## src/rtl/vga_timing_if.sv

```systemverilog
// VGA timing output bundle: counters, syncs, blanking and line/frame strobes.
// The timing generator drives it through the master modport; consumers such as
// a pixel pipeline or DAC wrapper read it through the slave modport.
interface vga_timing_if;
   logic       vga_clk;
   logic       pix_en;
   logic [9:0] hcnt;
   logic [9:0] vcnt;
   logic       hsync_n;
   logic       vsync_n;
   logic       blank_n;
   logic       sync_n;
   logic       line_end;
   logic       frame_end;

   modport master (
      output vga_clk,
      output pix_en,
      output hcnt,
      output vcnt,
      output hsync_n,
      output vsync_n,
      output blank_n,
      output sync_n,
      output line_end,
      output frame_end
   );

   modport slave (
      input vga_clk,
      input pix_en,
      input hcnt,
      input vcnt,
      input hsync_n,
      input vsync_n,
      input blank_n,
      input sync_n,
      input line_end,
      input frame_end
   );
endinterface

```

## src/rtl/vga_timing.sv

```systemverilog
// VGA raster timing generator, 640x480@60 by default, running from a 50 MHz clk.
// A phase bit divides clk by two: it is the pixel enable and also the 25 MHz
// pixel clock sent to the DAC. That clock rises one clk after the counters
// step, so the DAC samples in the middle of each pixel.
// Syncs, blanking and the line/frame strobes are registered. They are computed
// from the next-state counter values, so each one changes on the same edge as
// hcnt/vcnt and has no lag relative to them.
module vga_timing #(
   parameter int H_ACTIVE = 640,
   parameter int H_FP     = 16,
   parameter int H_SYNC   = 96,
   parameter int H_BP     = 48,
   parameter int V_ACTIVE = 480,
   parameter int V_FP     = 10,
   parameter int V_SYNC   = 2,
   parameter int V_BP     = 33
) (
   input  logic          clk,
   input  logic          reset,
   vga_timing_if.master  vga
);

   localparam int H_TOTAL = H_ACTIVE + H_FP + H_SYNC + H_BP;
   localparam int V_TOTAL = V_ACTIVE + V_FP + V_SYNC + V_BP;

   localparam logic [9:0] H_MAX      = 10'(H_TOTAL - 1);
   localparam logic [9:0] V_MAX      = 10'(V_TOTAL - 1);
   localparam logic [9:0] H_VIS      = 10'(H_ACTIVE);
   localparam logic [9:0] V_VIS      = 10'(V_ACTIVE);
   localparam logic [9:0] HS_START   = 10'(H_ACTIVE + H_FP);
   localparam logic [9:0] HS_END     = 10'(H_ACTIVE + H_FP + H_SYNC);
   localparam logic [9:0] VS_START   = 10'(V_ACTIVE + V_FP);
   localparam logic [9:0] VS_END     = 10'(V_ACTIVE + V_FP + V_SYNC);

   logic       ph_q, ph_d;
   logic [9:0] hcnt_q, hcnt_d;
   logic [9:0] vcnt_q, vcnt_d;
   logic       hsync_n_q, hsync_n_d;
   logic       vsync_n_q, vsync_n_d;
   logic       blank_n_q, blank_n_d;
   logic       line_end_q, line_end_d;
   logic       frame_end_q, frame_end_d;

   // Next-state counters: step on pixel-enable cycles, wrap at the line and frame totals.
   always_comb begin
      ph_d   = ~ph_q;
      hcnt_d = hcnt_q;
      vcnt_d = vcnt_q;
      if (ph_q) begin
         if (hcnt_q == H_MAX) begin
            hcnt_d = 10'd0;
            if (vcnt_q == V_MAX) begin
               vcnt_d = 10'd0;
            end else begin
               vcnt_d = vcnt_q + 10'd1;
            end
         end else begin
            hcnt_d = hcnt_q + 10'd1;
            vcnt_d = vcnt_q;
         end
      end else begin
         hcnt_d = hcnt_q;
         vcnt_d = vcnt_q;
      end
   end

   // Decode the next counter state so the registered syncs and strobes line up with the counters.
   always_comb begin
      hsync_n_d   = !((hcnt_d >= HS_START) && (hcnt_d < HS_END));
      vsync_n_d   = !((vcnt_d >= VS_START) && (vcnt_d < VS_END));
      blank_n_d   = (hcnt_d < H_VIS) && (vcnt_d < V_VIS);
      line_end_d  = ph_d && (hcnt_d == H_MAX);
      frame_end_d = ph_d && (hcnt_d == H_MAX) && (vcnt_d == V_MAX);
   end

   // State and output registers; reset returns to the top-left, idle phase.
   always_ff @(posedge clk) begin
      if (reset) begin
         ph_q        <= 1'b0;
         hcnt_q      <= 10'd0;
         vcnt_q      <= 10'd0;
         hsync_n_q   <= 1'b1;
         vsync_n_q   <= 1'b1;
         blank_n_q   <= 1'b1;
         line_end_q  <= 1'b0;
         frame_end_q <= 1'b0;
      end else begin
         ph_q        <= ph_d;
         hcnt_q      <= hcnt_d;
         vcnt_q      <= vcnt_d;
         hsync_n_q   <= hsync_n_d;
         vsync_n_q   <= vsync_n_d;
         blank_n_q   <= blank_n_d;
         line_end_q  <= line_end_d;
         frame_end_q <= frame_end_d;
      end
   end

   assign vga.vga_clk   = ph_q;
   assign vga.pix_en    = ph_q;
   assign vga.hcnt      = hcnt_q;
   assign vga.vcnt      = vcnt_q;
   assign vga.hsync_n   = hsync_n_q;
   assign vga.vsync_n   = vsync_n_q;
   assign vga.blank_n   = blank_n_q;
   assign vga.sync_n    = 1'b0;
   assign vga.line_end  = line_end_q;
   assign vga.frame_end = frame_end_q;

endmodule

```

## src/flat_wrapper.sv

```systemverilog
// flat-port wrapper written by rule: the top's interface ports become plain ports
module vga_timing_flat 
#(
   parameter int H_ACTIVE = 640,
   parameter int H_FP     = 16,
   parameter int H_SYNC   = 96,
   parameter int H_BP     = 48,
   parameter int V_ACTIVE = 480,
   parameter int V_FP     = 10,
   parameter int V_SYNC   = 2,
   parameter int V_BP     = 33
)
  (clk, reset, vga_vga_clk, vga_pix_en, vga_hcnt, vga_vcnt, vga_hsync_n, vga_vsync_n, vga_blank_n, vga_sync_n, vga_line_end, vga_frame_end);
  vga_timing_if vga_i ();
  input  logic clk;
  input  logic reset;
  output wire logic [$bits(vga_i.vga_clk)-1:0] vga_vga_clk;
  output wire logic [$bits(vga_i.pix_en)-1:0] vga_pix_en;
  output wire logic [$bits(vga_i.hcnt)-1:0] vga_hcnt;
  output wire logic [$bits(vga_i.vcnt)-1:0] vga_vcnt;
  output wire logic [$bits(vga_i.hsync_n)-1:0] vga_hsync_n;
  output wire logic [$bits(vga_i.vsync_n)-1:0] vga_vsync_n;
  output wire logic [$bits(vga_i.blank_n)-1:0] vga_blank_n;
  output wire logic [$bits(vga_i.sync_n)-1:0] vga_sync_n;
  output wire logic [$bits(vga_i.line_end)-1:0] vga_line_end;
  output wire logic [$bits(vga_i.frame_end)-1:0] vga_frame_end;
  assign vga_vga_clk = vga_i.vga_clk;
  assign vga_pix_en = vga_i.pix_en;
  assign vga_hcnt = vga_i.hcnt;
  assign vga_vcnt = vga_i.vcnt;
  assign vga_hsync_n = vga_i.hsync_n;
  assign vga_vsync_n = vga_i.vsync_n;
  assign vga_blank_n = vga_i.blank_n;
  assign vga_sync_n = vga_i.sync_n;
  assign vga_line_end = vga_i.line_end;
  assign vga_frame_end = vga_i.frame_end;
  vga_timing #(.H_ACTIVE(H_ACTIVE), .H_FP(H_FP), .H_SYNC(H_SYNC), .H_BP(H_BP), .V_ACTIVE(V_ACTIVE), .V_FP(V_FP), .V_SYNC(V_SYNC), .V_BP(V_BP)) u_core (.clk(clk), .reset(reset), .vga(vga_i));
endmodule
```

## config.mk

```make
export PLATFORM = sky130hd
export DESIGN_NAME = vga_timing_flat
export DESIGN_NICKNAME = d
export VERILOG_FILES = /design/src/rtl/vga_timing_if.sv /design/src/rtl/vga_timing.sv /design/src/flat_wrapper.sv
export SDC_FILE = /design/constraint.sdc
export NUM_CORES = 1
export LEC_CHECK = 0
export ABC_AREA = 1
export CAP_MARGIN = 10
export CORE_ASPECT_RATIO = 1.25
export CORE_UTILIZATION = 50
export CTS_BUF_LIST = sky130_fd_sc_hd__clkbuf_8
export CTS_CLUSTER_SIZE = 25
export DETAILED_ROUTE_END_ITERATION = 16
export PLACE_DENSITY = 0.83
export SLEW_MARGIN = 25
export SYNTH_ARGS = -nofsm -noshare
export SYNTH_HDL_FRONTEND = slang
export SYNTH_SLANG_ARGS = --single-unit
export TNS_END_PERCENT = 5
```

## constraint.sdc

```tcl
create_clock -name clk -period 2.4 [get_ports clk]
set_input_delay 0.48 -clock clk [delete_from_list [all_inputs] [get_ports clk]]
set_output_delay 0.48 -clock clk [all_outputs]
set_load 0.1 [all_outputs]
```

## Yosys cells after proc, flatten, opt, wreduce, memory -nomap -nowiden

Index checks and enable logic that the tools add are counted.
W data, S select, Z words.

| storage, ports and cells | value |
|---|---|
| register bits after elaboration | 26 |
| logic and storage cells | 33 |

| operators by class | value |
|---|---|
| add/subtract/negate cells | 2 |
| order comparisons | 6 |
| equal/unequal tests | 4 |
| mux-type cells | 5 |
| bitwise logic cells | 1 |
| reductions and logical operators | 7 |

Operator list:

| operator | number |
|---|---|
| $mux W10 | 5 |
| $eq A10 B10 Y1 const B | 4 |
| $add A10 B1 Y10 const B | 2 |
| $lt A10 B10 Y1 const B | 2 |
| $lt A10 B9 Y1 const B | 2 |
| $ge A10 B10 Y1 const B | 1 |
| $ge A10 B9 Y1 const B | 1 |
| $logic_and A1 B1 Y1 | 5 |
| $logic_not A1 Y1 | 2 |
| $not A1 Y1 | 1 |

## Logic depth before layout (Yosys ltp)

| logic depth | value |
|---|---|
| word-level depth | 7 |
| depth in mapped cells | 14 |
| gate-level depth less buffers | 14 |

## Least setup slack after synthesis

OpenSTA, ideal clock, no wires.

| path | value |
|---|---|
| path kind | reg2reg |
| start point | reg u_core.hcnt_q[0], in the netlist u_core.vga.hcnt[0] |
| end point | reg u_core.vsync_n_q, in the netlist u_core.vga.vsync_n |
| arrival time | 2422 ps |
| data required time | 2283 ps |
| setup slack | -139 ps |
| stages on the path, launching flop included | 10 |
| buffers on the path | 0 |
| clock period less this slack | 2539 ps |
| path through | dfxtp_1 -> ha_1 -> nand2_2 -> nor2_2 -> nand3_4 -> nor2_4 -> nand3_1 -> xor2_1 -> nand3_1 -> nand2b_1 |

| between the ends | value |
|---|---|
| longest elaborated chain between the ends | 6 |
| elaborated cells between the ends (all ways) | 7 |

Ends and longest elaborated chain:

| item | line | source |
|---|---|---|
| start: declaration | vga_timing.sv:36 | `logic [9:0] hcnt_q, hcnt_d;` |
| start signal: assignment | vga_timing.sv:89 | `hcnt_q <= hcnt_d;` |
| $eq A10 B10 Y1 (*) | vga_timing.sv:50 | `if (hcnt_q == H_MAX) begin` |
| $mux W10 (*) | vga_timing.sv:50 |  |
| $mux W10 (*) | vga_timing.sv:49 | `if (ph_q) begin` |
| $ge A10 B9 Y1 or $lt A10 B9 Y1 (tied branches) | vga_timing.sv:70 | `vsync_n_d = !((vcnt_d >= VS_START) && (vcnt_d < VS_END));` |
| $logic_and A1 B1 Y1 (*) | vga_timing.sv:70 |  |
| $logic_not A1 Y1 (*) | vga_timing.sv:70 |  |
| end signal: assignment | vga_timing.sv:92 | `vsync_n_q <= vsync_n_d;` |
| end: declaration | vga_timing.sv:39 | `logic vsync_n_q, vsync_n_d;` |

Mark *: on every way between the ends. The rest lies on a longest branch, timed or not.
A chain may end at the register's enable or synchronous reset.

## Final worst setup path

| path | value |
|---|---|
| start point | reg u_core.ph_q, in the netlist u_core.vga.pix_en |
| end point | reg u_core.frame_end_q, in the netlist u_core.vga.frame_end |

| between the ends | value |
|---|---|
| longest elaborated chain between the ends | 4 |
| elaborated cells between the ends (all ways) | 7 |

Ends and longest elaborated chain:

| item | line | source |
|---|---|---|
| start: declaration | vga_timing.sv:35 | `logic ph_q, ph_d;` |
| start signal: assignment | vga_timing.sv:88 | `ph_q <= ph_d;` |
| $mux W10 | vga_timing.sv:49 |  |
| $eq A10 B10 Y1 | vga_timing.sv:73 | `frame_end_d = ph_d && (hcnt_d == H_MAX) && (vcnt_d == V_MAX);` |
| $logic_and A1 B1 Y1 | vga_timing.sv:73 |  |
| $logic_and A1 B1 Y1 (*) | vga_timing.sv:73 |  |
| end signal: assignment | vga_timing.sv:95 | `frame_end_q <= frame_end_d;` |
| end: declaration | vga_timing.sv:42 | `logic frame_end_q, frame_end_d;` |

Marked as above.

==> impl_metrics.tcl <==
set metrics [dict create \
    grt_setup_unrepaired "false" \
    fin_cells 318 \
    rows 22 \
    htree_levels 1 \
    setup_ws_ns 0.466 \
    crit_top_cell "nor2_1" \
    dp_hpwl_um 2980 \
    die_area_sq_um 3480 \
    clock_path_buffers 2 \
    holdPathStages 2 \
    final_hold_viol_count 0 \
    cts_sinks 26 \
    clkTransAtPathRegs_ns 0.09 \
    cts_resized 0 \
    numCtsBuffers 3 \
    period_minus_slack_ns 1.93 \
    fin_worst_skew_ns 0.00356 \
    synthArstFlopShare_pct 0 \
    reg2reg_depth 9 \
    numPlacedInstances 314 \
    cts_setup_buffers 0 \
    grt_max_degree 23 \
    grt_overflow 0 \
    clk-insertion-delay-late_ns 0.27 \
    cts_root_buffer "clkbuf_8" \
    fmax_mhz 517 \
    reg2reg_to "u_core.vga.frame_end$_SDFF_PP0_" \
    grt_pass1_wl_um 6620 \
    portBuffers 28 \
    seqCellArea_sq_um 523 \
    synth_cell_types 32 \
    synthToLayoutAreaGrowth_pct 19.6 \
    multiInputGateArea_sq_um 942 \
    ys_warn_count 0 \
    antenna_found_initial 0 \
    required_ns 2.62 \
    min_from "u_core.vga.hcnt[1]$_SDFF_PP0_" \
    vias_per_cell 5.18 \
    wl_met3_um 159 \
    drc_errors 0 \
    ant_nets 0 \
    drive_gt1_share_pct 19.9 \
    status "completed" \
    max_stage_delay_ns 0.60 \
    max_cap_viol_count 0 \
    setup_viol 0 \
    syn-num-nets 259 \
    final_util_pct 64.7 \
    final.setup.tns_ns 0 \
    drv_slew 0 \
    yosys_register_bits 26 \
    firstDrtPassIters 4 \
    synth_edf_count 0 \
    avgSynthCellArea_sq_um 6.39 \
    tritoncts "done" \
    io_pins 30 \
    period_share_pct 80.6 \
    fillerInstances 289 \
    reg2reg_from "u_core.vga.pix_en$_SDFF_PP0_" \
    avgRoutedWirePerCell_um 12.0 \
    synth_area_sq_um 1620 \
    critPathKind "reg2reg" \
    syn_inst 254 \
    peakVddDrop_uv 302 \
    min_to "u_core.vga.hcnt[1]$_SDFF_PP0_" \
    p_leak_nw 0.924 \
    worstPathCellList "buf_4 > a21oi_1 > or2_1 > nand3b_1 > nor2_1 > nand3_1 > nor2_4 > nand2_1 > nor2_1" \
    path_max_fanout 13 \
    synth-main-ff-cell "dfxtp_1" \
    most-common-layout-cells "78 x nand2_1, 44 x nor2_1, 28 x inv_1" \
    yosysSeqAreaShare_pct 32.1 \
    met1_length_um 1700 \
    dieHeight_um 65.7 \
    gp_congestion 0.932 \
    finalNetCount 288 \
    worstPathArrival_ns 2.15 \
    critPathLaunchType "flip-flop" \
    num_antenna_cells 0 \
    die_w_um 53.0 \
    drt_iter0_drc 70 \
    powerDensity_nw_per_um2 434 \
    start_util_pct 54.1 \
    ctsHoldBuffers 0 \
    route.vias.total 1647 \
    hold_path.class "reg2reg" \
    layout_commonest_cell "nand2_1" \
    core-area_sq_um 3000 \
    crit_path_end_kind "flip-flop" \
    routed_wl_um 3830 \
    wl_met2_um 1860 \
    critical-path-slowest-cell "dfxtp_1" \
    grt_usage_pct 25.0 \
    grt_pass1_vias 1550 \
    place_ws_ns 0.482 \
    dr.max_layer_used "met4" \
    rrSetupSlack_ns 0.47 \
]
==> sequential cells by signal (all words and copies together), names as in the netlist <==
name,cells
u_core.vga.hsync_n,1
u_core.vga.hcnt,10
u_core.vga.pix_en,1
u_core.vga.vcnt,10
u_core.vga.frame_end,1
u_core.vga.blank_n,1
u_core.vga.vsync_n,1
u_core.vga.line_end,1
==> cell type report <==
| type | count | share of cell area (%) |
|---|---|---|
| Timing Repair Buffer | 30 | 13.0 |
| Clock buffer | 4 | 2.84 |
| Inverter | 32 | 6.32 |
| Sequential cell | 26 | 27.0 |
| Multi-Input combinational cell | 190 | 48.5 |
| Tap cell | 36 | 2.32 |
==> routing by layer <==
| metal | global-route usage [%] | up-vias |
|---|---|---|
| met5 | 0 | - |
| met4 | 11.2 | 0 |
| met3 | 1.39 | 14 |
| met2 | 43.4 | 52 |
| met1 | 31.0 | 731 |
| li1 | - | 850 |
==> cells in the mapped netlist, types with 3 or more instances <==
master    number  area (sq um)
nand2_1       78           293
nor2_1        44           165
inv_1         28           105
dfxtp_1       26           521
nand3_1       19          95.1
nand4_1       10          62.6
a21oi_1        5          25.0
nor2_4         5          56.3
clkbuf_1       3          11.3
ha_1           3          37.5
nand2_2        3          18.8
nor2_2         3          18.8
o21ai_0        3          15.0
==> worst max-delay path, delay by kind of cell, from the launching register on <==
kind / cells / cell delay, ns
buf+inv: 1 / 0.28
simple gates: 7 / 0.92
flops: 1 / 0.60
compound gates: 1 / 0.08
==> stage by stage <==
step	power [mW]	instance area (sq um)	hold slack [ns]
after floorplan	0.540	1630	0.558
after global placement	0.564	1890	0.502
after detailed placement	0.564	1890	0.516
after CTS	0.847	1940	0.533
after global routing	0.875	1940	0.578
final	0.842	1940	0.544
==> power breakdown <==
| group | total [mW] | switching [mW] | internal, mW |
|---|---|---|---|
| registers | 0.446 | 0.00900 | 0.437 |
| logic | 0.110 | 0.0833 | 0.0263 |
| clock network | 0.287 | 0.140 | 0.147 |
| total | 0.842 | 0.232 | 0.610 |
==> how the worst max path moves through the flow <==
stage | slack (ns) | startpoint | cells past startpoint | to
after floorplan | 0.05 | u_core.vga.hcnt[2]$_SDFF_PP0_ | 8 | u_core.vga.vsync_n$_SDFF_PP1_
after global placement | 0.51 | u_core.vga.pix_en$_SDFF_PP0_ | 9 | u_core.vga.frame_end$_SDFF_PP0_
after detailed placement | 0.48 | u_core.vga.hcnt[0]$_SDFF_PP0_ | 9 | u_core.vga.vsync_n$_SDFF_PP1_
after CTS | 0.46 | u_core.vga.hcnt[0]$_SDFF_PP0_ | 9 | u_core.vga.vsync_n$_SDFF_PP1_
after global routing | 0.32 | u_core.vga.hcnt[1]$_SDFF_PP0_ | 9 | u_core.vga.vsync_n$_SDFF_PP1_
final | 0.47 | u_core.vga.pix_en$_SDFF_PP0_ | 9 | u_core.vga.frame_end$_SDFF_PP0_
==> logic make-up after synthesis <==
group           after synthesis  synth area share (%)
compound gates               12                  4.63
xor+xnor                      2                  1.08
fa+ha+maj                     3                  2.31
buf+inv                      38                  9.87
flops                        26                  32.1
other cells                   1                 0.231
simple gates                172                  49.8
Power figures use the tool's default switching activity.
